**config.mk**
```make
export PLATFORM = sky130hd
export DESIGN_NAME = multicycle_control_flat
export DESIGN_NICKNAME = d
export VERILOG_FILES = /design/src/rtl/mips_ctrl_pkg.sv /design/src/rtl/multicycle_control_if.sv /design/src/rtl/mem_wait_timer.sv /design/src/rtl/multicycle_control.sv /design/src/flat_wrapper.sv
export SDC_FILE = /design/constraint.sdc
export NUM_CORES = 1
export LEC_CHECK = 0
export ABC_AREA = 1
export BUFFER_PORTS_ARGS = -buffer_cell sky130_fd_sc_hd__buf_2
export CAP_MARGIN = 40
export CORE_MARGIN = 2
export CORE_UTILIZATION = 55
export CTS_CLUSTER_DIAMETER = 100
export DETAILED_ROUTE_END_ITERATION = 12
export PLACE_DENSITY = 0.84
export SLEW_MARGIN = 20
export SYNTH_ARGS = -nofsm -noshare
export SYNTH_HDL_FRONTEND = slang
export SYNTH_SLANG_ARGS = --single-unit
```
**constraint.sdc**
```tcl
create_clock -name clk -period 3.5 [get_ports clk]
set_clock_uncertainty 0.15 [all_clocks]
set_input_delay 0.35 -clock clk [delete_from_list [all_inputs] [get_ports clk]]
set_output_delay 0.35 -clock clk [all_outputs]
set_load 0.03 [all_outputs]
```
**src/rtl/mips_ctrl_pkg.sv**
```systemverilog
// Shared definitions for the multicycle MIPS control unit: FSM states,
// opcode constants, ALU-op / PC-source / ALU-B-source encodings.
// Optional feature macro: ZERO_EXT_EN (andi/ori support, zero-extended immediates).
package mips_ctrl_pkg;

    typedef enum logic [3:0] {
        ST_FETCH,
        ST_DECODE,
        ST_MEMADR,
        ST_MEMRD,
        ST_MEMWB,
        ST_MEMWR,
        ST_RTYPE_EX,
        ST_RTYPE_WB,
        ST_BEQ_EX,
        ST_IMM_EX,
        ST_IMM_WB,
        ST_JUMP_EX,
        ST_FAULT
    } state_t;

    localparam logic [5:0] OP_RTYPE = 6'b000000;
    localparam logic [5:0] OP_LW    = 6'b100011;
    localparam logic [5:0] OP_SW    = 6'b101011;
    localparam logic [5:0] OP_BEQ   = 6'b000100;
    localparam logic [5:0] OP_ADDI  = 6'b001000;
    localparam logic [5:0] OP_ANDI  = 6'b001100;
    localparam logic [5:0] OP_ORI   = 6'b001101;
    localparam logic [5:0] OP_J     = 6'b000010;

    localparam logic [1:0] ALU_ADD   = 2'b00;
    localparam logic [1:0] ALU_SUB   = 2'b01;
    localparam logic [1:0] ALU_FUNCT = 2'b10;
    localparam logic [1:0] ALU_LOGIC = 2'b11;

    localparam logic [1:0] PC_SRC_ALU    = 2'b00;
    localparam logic [1:0] PC_SRC_ALUOUT = 2'b01;
    localparam logic [1:0] PC_SRC_JUMP   = 2'b10;

    localparam logic [1:0] SRCB_REG      = 2'b00;
    localparam logic [1:0] SRCB_FOUR     = 2'b01;
    localparam logic [1:0] SRCB_IMM      = 2'b10;
    localparam logic [1:0] SRCB_IMM_SHL2 = 2'b11;

    // andi/ori are the only opcodes that want a zero-extended immediate
    function automatic logic is_logic_imm(input logic [5:0] op);
        return (op == OP_ANDI) || (op == OP_ORI);
    endfunction

endpackage

```
**src/rtl/multicycle_control_if.sv**
```systemverilog
// Control bundle between the multicycle controller and its datapath.
// master: controller (takes opcode + memory ready, drives all controls)
// slave : datapath side (drives opcode + memory ready, takes controls)
interface multicycle_control_if;
    logic [5:0] op;
    logic       mem_ready;
    logic       mem_req;
    logic       mem_we;
    logic       iord;
    logic       ir_write;
    logic       pc_write;
    logic       pc_write_cond;
    logic       reg_write;
    logic       reg_dst;
    logic       mem_to_reg;
    logic       alu_src_a;
    logic [1:0] alu_src_b;
    logic [1:0] alu_op;
    logic [1:0] pc_src;
    logic       ext_zero;
    logic       fault;

    modport master (
        input  op, mem_ready,
        output mem_req, mem_we, iord, ir_write, pc_write, pc_write_cond,
               reg_write, reg_dst, mem_to_reg, alu_src_a, alu_src_b,
               alu_op, pc_src, ext_zero, fault
    );

    modport slave (
        output op, mem_ready,
        input  mem_req, mem_we, iord, ir_write, pc_write, pc_write_cond,
               reg_write, reg_dst, mem_to_reg, alu_src_a, alu_src_b,
               alu_op, pc_src, ext_zero, fault
    );
endinterface

```
**src/rtl/mem_wait_timer.sv**
```systemverilog
// Memory wait counter: counts cycles spent waiting for mem_ready and flags
// the cycle in which the MEM_TIMEOUT-th consecutive wait cycle occurs.
// Ports: clk, reset (sync, active-high), clr (restart count), inc (waiting
// cycle without mem_ready), timeout_c (combinational timeout flag).
module mem_wait_timer #(
    parameter int unsigned MEM_TIMEOUT = 16
) (
    input  logic clk,
    input  logic reset,
    input  logic clr,
    input  logic inc,
    output logic timeout_c
);
    localparam int unsigned CW = (MEM_TIMEOUT > 1) ? $clog2(MEM_TIMEOUT) : 1;
    localparam logic [CW-1:0] LAST = CW'(MEM_TIMEOUT - 1);

    logic [CW-1:0] count;

    // count saturates at LAST; the FSM leaves the wait state on timeout anyway
    always_ff @(posedge clk) begin
        if (reset || clr) begin
            count <= '0;
        end else if (inc && (count != LAST)) begin
            count <= count + CW'(1);
        end
    end

    assign timeout_c = inc && (count == LAST);
endmodule

```
**src/rtl/multicycle_control.sv**
```systemverilog
// Multicycle MIPS control FSM (FETCH/DECODE/execute states, sticky FAULT).
// Ports: clk, reset (sync, active-high), bus (multicycle_control_if.master:
// op/mem_ready in, all datapath controls and fault out).
// Optional feature macro: ZERO_EXT_EN -- enables andi/ori with zero-extended
// immediates; without it those opcodes are illegal and ext_zero stays 0.
module multicycle_control
    import mips_ctrl_pkg::*;
#(
    parameter int unsigned MEM_TIMEOUT = 16
) (
    input  logic                   clk,
    input  logic                   reset,
    multicycle_control_if.master   bus
);
`ifdef ZERO_EXT_EN
    localparam bit ZEXT_EN = 1'b1;
`else
    localparam bit ZEXT_EN = 1'b0;
`endif

    state_t state;
    state_t state_next;
    logic   waiting;
    logic   timer_clr;
    logic   timer_inc;
    logic   timeout_c;
    logic   zext_op_c;

    assign zext_op_c = ZEXT_EN && is_logic_imm(bus.op);

    // mem_ready only matters in the three memory-access states
    assign waiting   = (state == ST_FETCH) || (state == ST_MEMRD) || (state == ST_MEMWR);
    assign timer_inc = waiting && !bus.mem_ready;
    assign timer_clr = (state_next != state);

    mem_wait_timer #(
        .MEM_TIMEOUT (MEM_TIMEOUT)
    ) u_wait_timer (
        .clk       (clk),
        .reset     (reset),
        .clr       (timer_clr),
        .inc       (timer_inc),
        .timeout_c (timeout_c)
    );

    // state register
    always_ff @(posedge clk) begin
        if (reset) begin
            state <= ST_FETCH;
        end else begin
            state <= state_next;
        end
    end

    // next-state logic
    always_comb begin
        state_next = state;
        case (state)
            ST_FETCH: begin
                if (bus.mem_ready)  state_next = ST_DECODE;
                else if (timeout_c) state_next = ST_FAULT;
            end
            ST_DECODE: begin
                case (bus.op)
                    OP_LW, OP_SW:     state_next = ST_MEMADR;
                    OP_RTYPE:         state_next = ST_RTYPE_EX;
                    OP_BEQ:           state_next = ST_BEQ_EX;
                    OP_ADDI:          state_next = ST_IMM_EX;
                    OP_ANDI, OP_ORI:  state_next = zext_op_c ? ST_IMM_EX : ST_FAULT;
                    OP_J:             state_next = ST_JUMP_EX;
                    default:          state_next = ST_FAULT;
                endcase
            end
            ST_MEMADR:   state_next = (bus.op == OP_LW) ? ST_MEMRD : ST_MEMWR;
            ST_MEMRD: begin
                if (bus.mem_ready)  state_next = ST_MEMWB;
                else if (timeout_c) state_next = ST_FAULT;
            end
            ST_MEMWB:    state_next = ST_FETCH;
            ST_MEMWR: begin
                if (bus.mem_ready)  state_next = ST_FETCH;
                else if (timeout_c) state_next = ST_FAULT;
            end
            ST_RTYPE_EX: state_next = ST_RTYPE_WB;
            ST_RTYPE_WB: state_next = ST_FETCH;
            ST_BEQ_EX:   state_next = ST_FETCH;
            ST_IMM_EX:   state_next = ST_IMM_WB;
            ST_IMM_WB:   state_next = ST_FETCH;
            ST_JUMP_EX:  state_next = ST_FETCH;
            ST_FAULT:    state_next = ST_FAULT;
            default:     state_next = ST_FAULT;
        endcase
    end

    // state-decoded outputs; reset forces every control low
    always_comb begin
        bus.mem_req       = 1'b0;
        bus.mem_we        = 1'b0;
        bus.iord          = 1'b0;
        bus.ir_write      = 1'b0;
        bus.pc_write      = 1'b0;
        bus.pc_write_cond = 1'b0;
        bus.reg_write     = 1'b0;
        bus.reg_dst       = 1'b0;
        bus.mem_to_reg    = 1'b0;
        bus.alu_src_a     = 1'b0;
        bus.alu_src_b     = SRCB_REG;
        bus.alu_op        = ALU_ADD;
        bus.pc_src        = PC_SRC_ALU;
        bus.ext_zero      = 1'b0;
        bus.fault         = 1'b0;
        if (!reset) begin
            case (state)
                ST_FETCH: begin
                    bus.mem_req   = 1'b1;
                    bus.alu_src_b = SRCB_FOUR;
                    // IR and PC load only in the cycle memory returns the word
                    bus.ir_write  = bus.mem_ready;
                    bus.pc_write  = bus.mem_ready;
                end
                ST_DECODE: begin
                    bus.alu_src_b = SRCB_IMM_SHL2;
                end
                ST_MEMADR: begin
                    bus.alu_src_a = 1'b1;
                    bus.alu_src_b = SRCB_IMM;
                    bus.ext_zero  = zext_op_c;
                end
                ST_MEMRD: begin
                    bus.mem_req = 1'b1;
                    bus.iord    = 1'b1;
                end
                ST_MEMWB: begin
                    bus.reg_write  = 1'b1;
                    bus.mem_to_reg = 1'b1;
                end
                ST_MEMWR: begin
                    bus.mem_req = 1'b1;
                    bus.mem_we  = 1'b1;
                    bus.iord    = 1'b1;
                end
                ST_RTYPE_EX: begin
                    bus.alu_src_a = 1'b1;
                    bus.alu_op    = ALU_FUNCT;
                end
                ST_RTYPE_WB: begin
                    bus.reg_write = 1'b1;
                    bus.reg_dst   = 1'b1;
                end
                ST_BEQ_EX: begin
                    bus.alu_src_a     = 1'b1;
                    bus.alu_op        = ALU_SUB;
                    bus.pc_write_cond = 1'b1;
                    bus.pc_src        = PC_SRC_ALUOUT;
                end
                ST_IMM_EX: begin
                    bus.alu_src_a = 1'b1;
                    bus.alu_src_b = SRCB_IMM;
                    bus.alu_op    = is_logic_imm(bus.op) ? ALU_LOGIC : ALU_ADD;
                    bus.ext_zero  = zext_op_c;
                end
                ST_IMM_WB: begin
                    bus.reg_write = 1'b1;
                    bus.ext_zero  = zext_op_c;
                end
                ST_JUMP_EX: begin
                    bus.pc_write = 1'b1;
                    bus.pc_src   = PC_SRC_JUMP;
                end
                ST_FAULT: begin
                    bus.fault = 1'b1;
                end
                default: begin
                    bus.fault = 1'b1;
                end
            endcase
        end
    end
endmodule

```
**src/flat_wrapper.sv**
```systemverilog
// flat-port wrapper written by rule: the top's interface ports become plain ports
module multicycle_control_flat import mips_ctrl_pkg::*;
#(
    parameter int unsigned MEM_TIMEOUT = 16
)
  (clk, reset, bus_op, bus_mem_ready, bus_mem_req, bus_mem_we, bus_iord, bus_ir_write, bus_pc_write, bus_pc_write_cond, bus_reg_write, bus_reg_dst, bus_mem_to_reg, bus_alu_src_a, bus_alu_src_b, bus_alu_op, bus_pc_src, bus_ext_zero, bus_fault);
  multicycle_control_if bus_i ();
  input  logic clk;
  input  logic reset;
  input wire logic [$bits(bus_i.op)-1:0] bus_op;
  input wire logic [$bits(bus_i.mem_ready)-1:0] bus_mem_ready;
  output wire logic [$bits(bus_i.mem_req)-1:0] bus_mem_req;
  output wire logic [$bits(bus_i.mem_we)-1:0] bus_mem_we;
  output wire logic [$bits(bus_i.iord)-1:0] bus_iord;
  output wire logic [$bits(bus_i.ir_write)-1:0] bus_ir_write;
  output wire logic [$bits(bus_i.pc_write)-1:0] bus_pc_write;
  output wire logic [$bits(bus_i.pc_write_cond)-1:0] bus_pc_write_cond;
  output wire logic [$bits(bus_i.reg_write)-1:0] bus_reg_write;
  output wire logic [$bits(bus_i.reg_dst)-1:0] bus_reg_dst;
  output wire logic [$bits(bus_i.mem_to_reg)-1:0] bus_mem_to_reg;
  output wire logic [$bits(bus_i.alu_src_a)-1:0] bus_alu_src_a;
  output wire logic [$bits(bus_i.alu_src_b)-1:0] bus_alu_src_b;
  output wire logic [$bits(bus_i.alu_op)-1:0] bus_alu_op;
  output wire logic [$bits(bus_i.pc_src)-1:0] bus_pc_src;
  output wire logic [$bits(bus_i.ext_zero)-1:0] bus_ext_zero;
  output wire logic [$bits(bus_i.fault)-1:0] bus_fault;
  assign bus_i.op = bus_op;
  assign bus_i.mem_ready = bus_mem_ready;
  assign bus_mem_req = bus_i.mem_req;
  assign bus_mem_we = bus_i.mem_we;
  assign bus_iord = bus_i.iord;
  assign bus_ir_write = bus_i.ir_write;
  assign bus_pc_write = bus_i.pc_write;
  assign bus_pc_write_cond = bus_i.pc_write_cond;
  assign bus_reg_write = bus_i.reg_write;
  assign bus_reg_dst = bus_i.reg_dst;
  assign bus_mem_to_reg = bus_i.mem_to_reg;
  assign bus_alu_src_a = bus_i.alu_src_a;
  assign bus_alu_src_b = bus_i.alu_src_b;
  assign bus_alu_op = bus_i.alu_op;
  assign bus_pc_src = bus_i.pc_src;
  assign bus_ext_zero = bus_i.ext_zero;
  assign bus_fault = bus_i.fault;
  multicycle_control #(.MEM_TIMEOUT(MEM_TIMEOUT)) u_core (.clk(clk), .reset(reset), .bus(bus_i));
endmodule
```
Word level (Yosys, flattened, before mapping)
Cells that the tools add are included.
- flip-flop bits (word level): 8
- bits of input ports: 9
- output and inout port bits: 18
- $add $sub $neg: 1
- equal/unequal tests: 21
- muxes and demuxes: 36
- reduce and logical (&&, ||, !) cells: 18
- operators by type and width (operator ; number):
    $pmux 4 s8 ; 1
    $mux 1 ; 21
    $eq 4x4->1 const B ; 5
    $pmux 4 s5 ; 1
    $eq 6x4->1 const B ; 3
    $eq 4x3->1 const B ; 4
    $mux 4 ; 4
    $eq 6x6->1 const B ; 2
    $pmux 2 s3 ; 2
    $reduce_or 12->1 ; 1
    $eq 4x2->1 const B ; 2
    $mux 2 ; 4
    $eq 6x2->1 const B ; 1
    $eq 6x3->1 const B ; 1
    $logic_not 6->1 ; 1
    $reduce_or 2->1 ; 3
    $reduce_or 3->1 ; 2
    $reduce_or 5->1 ; 1
    $add 4x1->4 const B ; 1
    $eq 4x1->1 const B ; 1
    $logic_not 4->1 ; 1
    $logic_or 1x1->1 ; 4
    $ne 4x4->1 ; 1
    $ne 4x4->1 const B ; 1
    6 further kinds ; 8

Logic depth before layout (Yosys ltp)
- word-level depth: 10
- gate-level depth with buffers: 13

Modules after synthesis
Synthesis repeated with hierarchy kept, for this count alone.
- cell total of the unflattened synthesis: 166
- area total of the unflattened synthesis: 924.6 µm²
- modules (own cells, without submodules) (module ; times used ; cells each ; area an instance (µm²) ; sequential area each (µm²)):
    multicycle_control ; 1 ; 135 ; 715.7 ; 80.1
    mem_wait_timer ; 1 ; 31 ; 209.0 ; 80.1

Least setup slack after synthesis
Ideal clock, no wire load.
- path type: register -> output
- from: register u_core.state[0]
- to: output bus_alu_op[1]
- arrival time: 1553 ps
- data required time: 3000 ps
- slack: 1447 ps
- stages on the path, launching flop included: 7
- buffers on the path: 0
- cells stage by stage: dfxtp_1 > inv_2 > nor2_4 > inv_1 > nor2_2 > nand4_1 > o21ai_0
- cells in the longest elaborated chain, start to end: 3
- elaborated cells between the ends (all ways): 5
- those cells by class: 3 x eq/ne; 2 x mux
- RTL lines (item ; line ; text):
    start, declared ; multicycle_control.sv:21 ; state_t state;
    start signal, assigned ; multicycle_control.sv:51 ; state <= state_next;
    $eq 4x4->1 or $eq 4x3->1 (tied branches) ; multicycle_control.sv:113 ; case (state)
    $pmux 2 s3 * ; multicycle_control.sv:113 ;
    $mux 2 * ; multicycle_control.sv:112 ; if (!reset) begin
    end, declared ; flat_wrapper.sv:23 ; output wire logic [$bits(bus_i.alu_op)-1:0] bus_alu_op;
Every way passes the cells marked *; elsewhere a longest branch is shown, timed or not.

Worst setup path after layout
Same ends and word-level chain as after synthesis.

==> implementation parameters <==
Parameter                              Value

Power and ir drop
  Power share of the combinational group ... 0.507
  Post-layout total power ... around 0.37 mW
  Part of the power in registers ... 0.302
  LEAKAGE ... 0.588 nW
  Worst-case vdd ir drop ... roughly 0.27 mV
  Portion of total power attributed to the clock network ... 0.190
  Switch share ... 0.470
  Power per unit of standard cell area ... 356 nW/µm²
  Cell-internal power ... 0.198 mW
  Switching power of the nets ... ~0.18 mW

Setup path
  Worst Path Buf+Inv ... 3
  Worst-case reg-to-reg path depth ... 10
  Maximum single-stage delay on the critical path ... ~440 ps
  Arrival time reported for the critical path endpoint ... 1710 ps
  Kind of cell adding the most delay to the critical path ... flip-flops
  Slowest stage cell, crit path ... sky130_fd_sc_hd__dfxtp_1
  End of the worst register-to-register path ... u_core.u_wait_timer.count[1]
  Launch point of the worst reg-to-reg path ... u_core.state[1]
  Crit Path Max Fanout ... 6
  Required time worst endpoint ... 3000 ps
  Critical Path Start ... u_core.state[0]
  Critical Path Source Type ... register
  Sequence of cells on the critical path ... inv_2 > nor2_4 > inv_1 > nor2_2 > nand4_1 > o21ai_0 > buf_2
  Kind of capture point of the worst setup path ... output pin
  Type of the worst setup path ... reg2out
  Worst R2R Setup Slack ... roughly 1600 ps

Timing
  Setup repair after global routing missed its margin ... false
  Sum Neg Setup Slack ... 0 ps
  Final count of pins violating max slew ... 0
  Hold slack ... 330 ps
  Fin crit period ... 2210 ps
  Final setup violating endpoints ... 0
  Top achievable clock speed ... roughly 450 MHz
  Hold Violations, Final ... 0
  Post-route clock period utilization ... 0.632

Routing
  Total routed wirelength ... 2.22 mm
  Routed wire per std cell ... 11.3 µm
  DRC violations left ... 0
  Post-DRT Antenna Nets ... 0
  Number of iterations in the first detailed-routing pass ... 4
  Overall via count from detail_route ... 1041
  DRT iter0 DRCs ... 24
  Vias/cell ... 5.28

Global routing
  Total Routing Usage GR ... 0.244
  First-pass GRT wire length ... between 3 and 4 mm
  Maximum number of pins on one net before global-route repair ... 18
  Global-route congestion overflow total ... 0
  Via count of the first global-routing pass ... 883
  Initial antenna violation count ... 0

Synth
  Post-synthesis adder-cell area fraction ... 0.0135
  Top cells by area in the synthesized netlist ... sky130_fd_sc_hd__dfxtp_1 17%, sky130_fd_sc_hd__nand2_1 13%, sky130_fd_sc_hd__inv_1 9.7%, sky130_fd_sc_hd__nor2_1 9.7%, sky130_fd_sc_hd__nand3_1 7.0%
  Most frequently used flop master after synthesis ... sky130_fd_sc_hd__dfxtp_1
  Dominant combinational cell family by area after synthesis ... simple AND/OR/NAND/NOR gates
  Share of the synthesized area in the top cell type ... 0.173
  Synthesized-area fraction occupied by ao, oa, aoi and oai cells ... 0.109
  Fraction of synthesized area in multiplexers ... 0.0121
  Yosys warning total ... 0
  Cell count after synthesis ... 159
  Number of enable flip-flop cells after synthesis ... 0
  Average size of a mapped cell ... 5.83 µm²
  Simple-gate share of the synthesized area ... 0.498
  Post-Synth XOR/XNOR Area ... 0.0283
  Most frequent cells after synthesis ... 33 x sky130_fd_sc_hd__nand2_1, 24 x sky130_fd_sc_hd__inv_1, 24 x sky130_fd_sc_hd__nor2_1
  Netlist area before placement ... 927 µm²
  Cell type with the largest total area after synthesis ... sky130_fd_sc_hd__dfxtp_1
  Leading cell type by number of instances after synthesis ... sky130_fd_sc_hd__nand2_1
  Mapped Nets ... 169
  Synthesized flop and latch total ... 8
  Ys async rst share ... 0
  Number of unique standard cell types used by synthesis ... 28
  Sequential fraction of the synthesis area ... 0.173

Die
  Die Height ... around 45 µm
  Initial Util ... 0.601
  Boundary pin count ... 27
  Width of the die ... ~45 µm
  Count of standard-cell rows ... 14
  Die Area ... 2030 µm²
  Placeable core region ... between 1500 and 2000 µm²

Finish
  Area used by multi-input combinational logic ... around 620 µm²
  Diodes inserted ... 0
  Layout cell share with drive strength beyond 1 ... 0.265
  Sequential cell area ... 160 µm²
  Final std cell area, no fill ... ~1000 µm²
  Layout Area Growth over Synthesis ... 13.2%
  Fillers ... 150
  Post-layout utilization of the core ... 0.681
  Net count reported at finish ... about 190

Min path
  Hold Path Origin ... reset
  Cell count of the worst hold path ... 2
  Min-Delay Endpoint ... u_core.state[1]
  Path category of the worst min-delay check ... in2reg

CTS
  TritonCTS Buffers ... 3
  Number of H-tree levels ... 1
  Clock latency reported for the late side of the worst-skew pair ... approximately 260 ps
  Hold buffers post-CTS ... 0
  Number of buffers added for setup after CTS ... 0
  Root buffer cell ... sky130_fd_sc_hd__clkbuf_4
  Count of cells resized by post-cts repair ... 0
  Bufs on Longest Clock Path ... 2
  TritonCTS clock tree ... yes
  Worst-path clk slew ... 60 ps
  Clock sinks ... 8

Placement
  Final HPWL from detailed placement ... 1.78 mm
  Area of placed instances ... just over 1000 µm²
  IO Port Bufs ... 25
  GP Congestion ... 0.888

Status
  Status ... complete, no violations

Job
  Max-capacitance violation count ... 0
-- worst max-delay path by stage --
stage          cells after the start  slack, ps            end
4_1_cts                            7       1310  bus_alu_op[1]
3_3_place_gp                       7       1680  bus_alu_op[1]
5_1_grt                            7       1150  bus_alu_op[1]
3_5_place_dp                       7       1580  bus_alu_op[1]
2_1_floorplan                      6       1450  bus_alu_op[1]
6_report                           7       1290  bus_alu_op[1]
-- metrics by stage --
stage | setup WS (ps) | cells
final | 1290 | 197
after global routing | 1150 | 197
after CTS | 1310 | 197
after detailed placement | 1580 | 194
after global placement | 1680 | 194
after floorplan | 1450 | 159
-- power by group through the flow --
stage               Sequential [mW]  Combinational [mW]  Clock (mW)
floorplan                     0.108               0.158           0
finish                        0.113               0.189      0.0711
global placement              0.114               0.186           0
CTS                           0.112               0.190      0.0723
detailed placement            0.114               0.188           0
global route                  0.114               0.210      0.0775
-- routing by layer --
layer,global-route usage,vias to the layer above,part of all wire
met1,0.316,448,0.44
met2,0.409,41,0.48
met4,0.0588,0,0.0027
met5,0,-,0
met3,0.0560,2,0.081
li1,-,550,-
-- sequential cells by signal, indices dropped and copies added, names as in the netlist --
signal,flops
u_core.u_wait_timer.count,4
u_core.state,4
-- layout make-up --
cell class	count	share of cell area
Multi-Input combinational cell	117	0.588
Tap cell	16	0.0191
Inverter	28	0.100
Sequential cell	8	0.153
Timing Repair Buffer	25	0.119
Clock buffer	3	0.0215
-- cells by family after synthesis --
family / Yosys count
adder cells (fa/ha/maj): 1
multiplexers: 1
XOR/XNOR: 3
flip-flops: 8
AND/OR/NAND/NOR: 93
buffers and inverters: 34
other: 1
AO/OA/AOI/OAI: 18
-- cell usage in the layout, fill, tap and decap left out --
master,Yosys,final
sky130_fd_sc_hd__nor2_4,2,2
sky130_fd_sc_hd__inv_2,3,3
sky130_fd_sc_hd__xor2_1,1,1
sky130_fd_sc_hd__nor2_1,24,24
sky130_fd_sc_hd__nor3_1,1,1
sky130_fd_sc_hd__clkinv_1,1,1
sky130_fd_sc_hd__conb_1,1,1
sky130_fd_sc_hd__mux2_2,1,1
sky130_fd_sc_hd__clkbuf_4,0,3
sky130_fd_sc_hd__inv_1,24,24
sky130_fd_sc_hd__buf_2,0,25
sky130_fd_sc_hd__dfxtp_1,8,8
sky130_fd_sc_hd__ha_1,1,1
sky130_fd_sc_hd__o211ai_1,1,1
sky130_fd_sc_hd__nand2_2,5,5
sky130_fd_sc_hd__a31oi_1,2,2
sky130_fd_sc_hd__nand3_1,13,13
sky130_fd_sc_hd__nor2_2,5,5
sky130_fd_sc_hd__o21ai_0,4,4
sky130_fd_sc_hd__nand3_2,2,2
sky130_fd_sc_hd__a221oi_1,1,1
sky130_fd_sc_hd__nand2_1,33,33
sky130_fd_sc_hd__a21oi_1,9,9
sky130_fd_sc_hd__nand3_4,2,2
sky130_fd_sc_hd__xnor2_1,2,2
sky130_fd_sc_hd__nand4_1,6,6
sky130_fd_sc_hd__a211oi_1,1,1
Power figures use the tool's default switching activity.
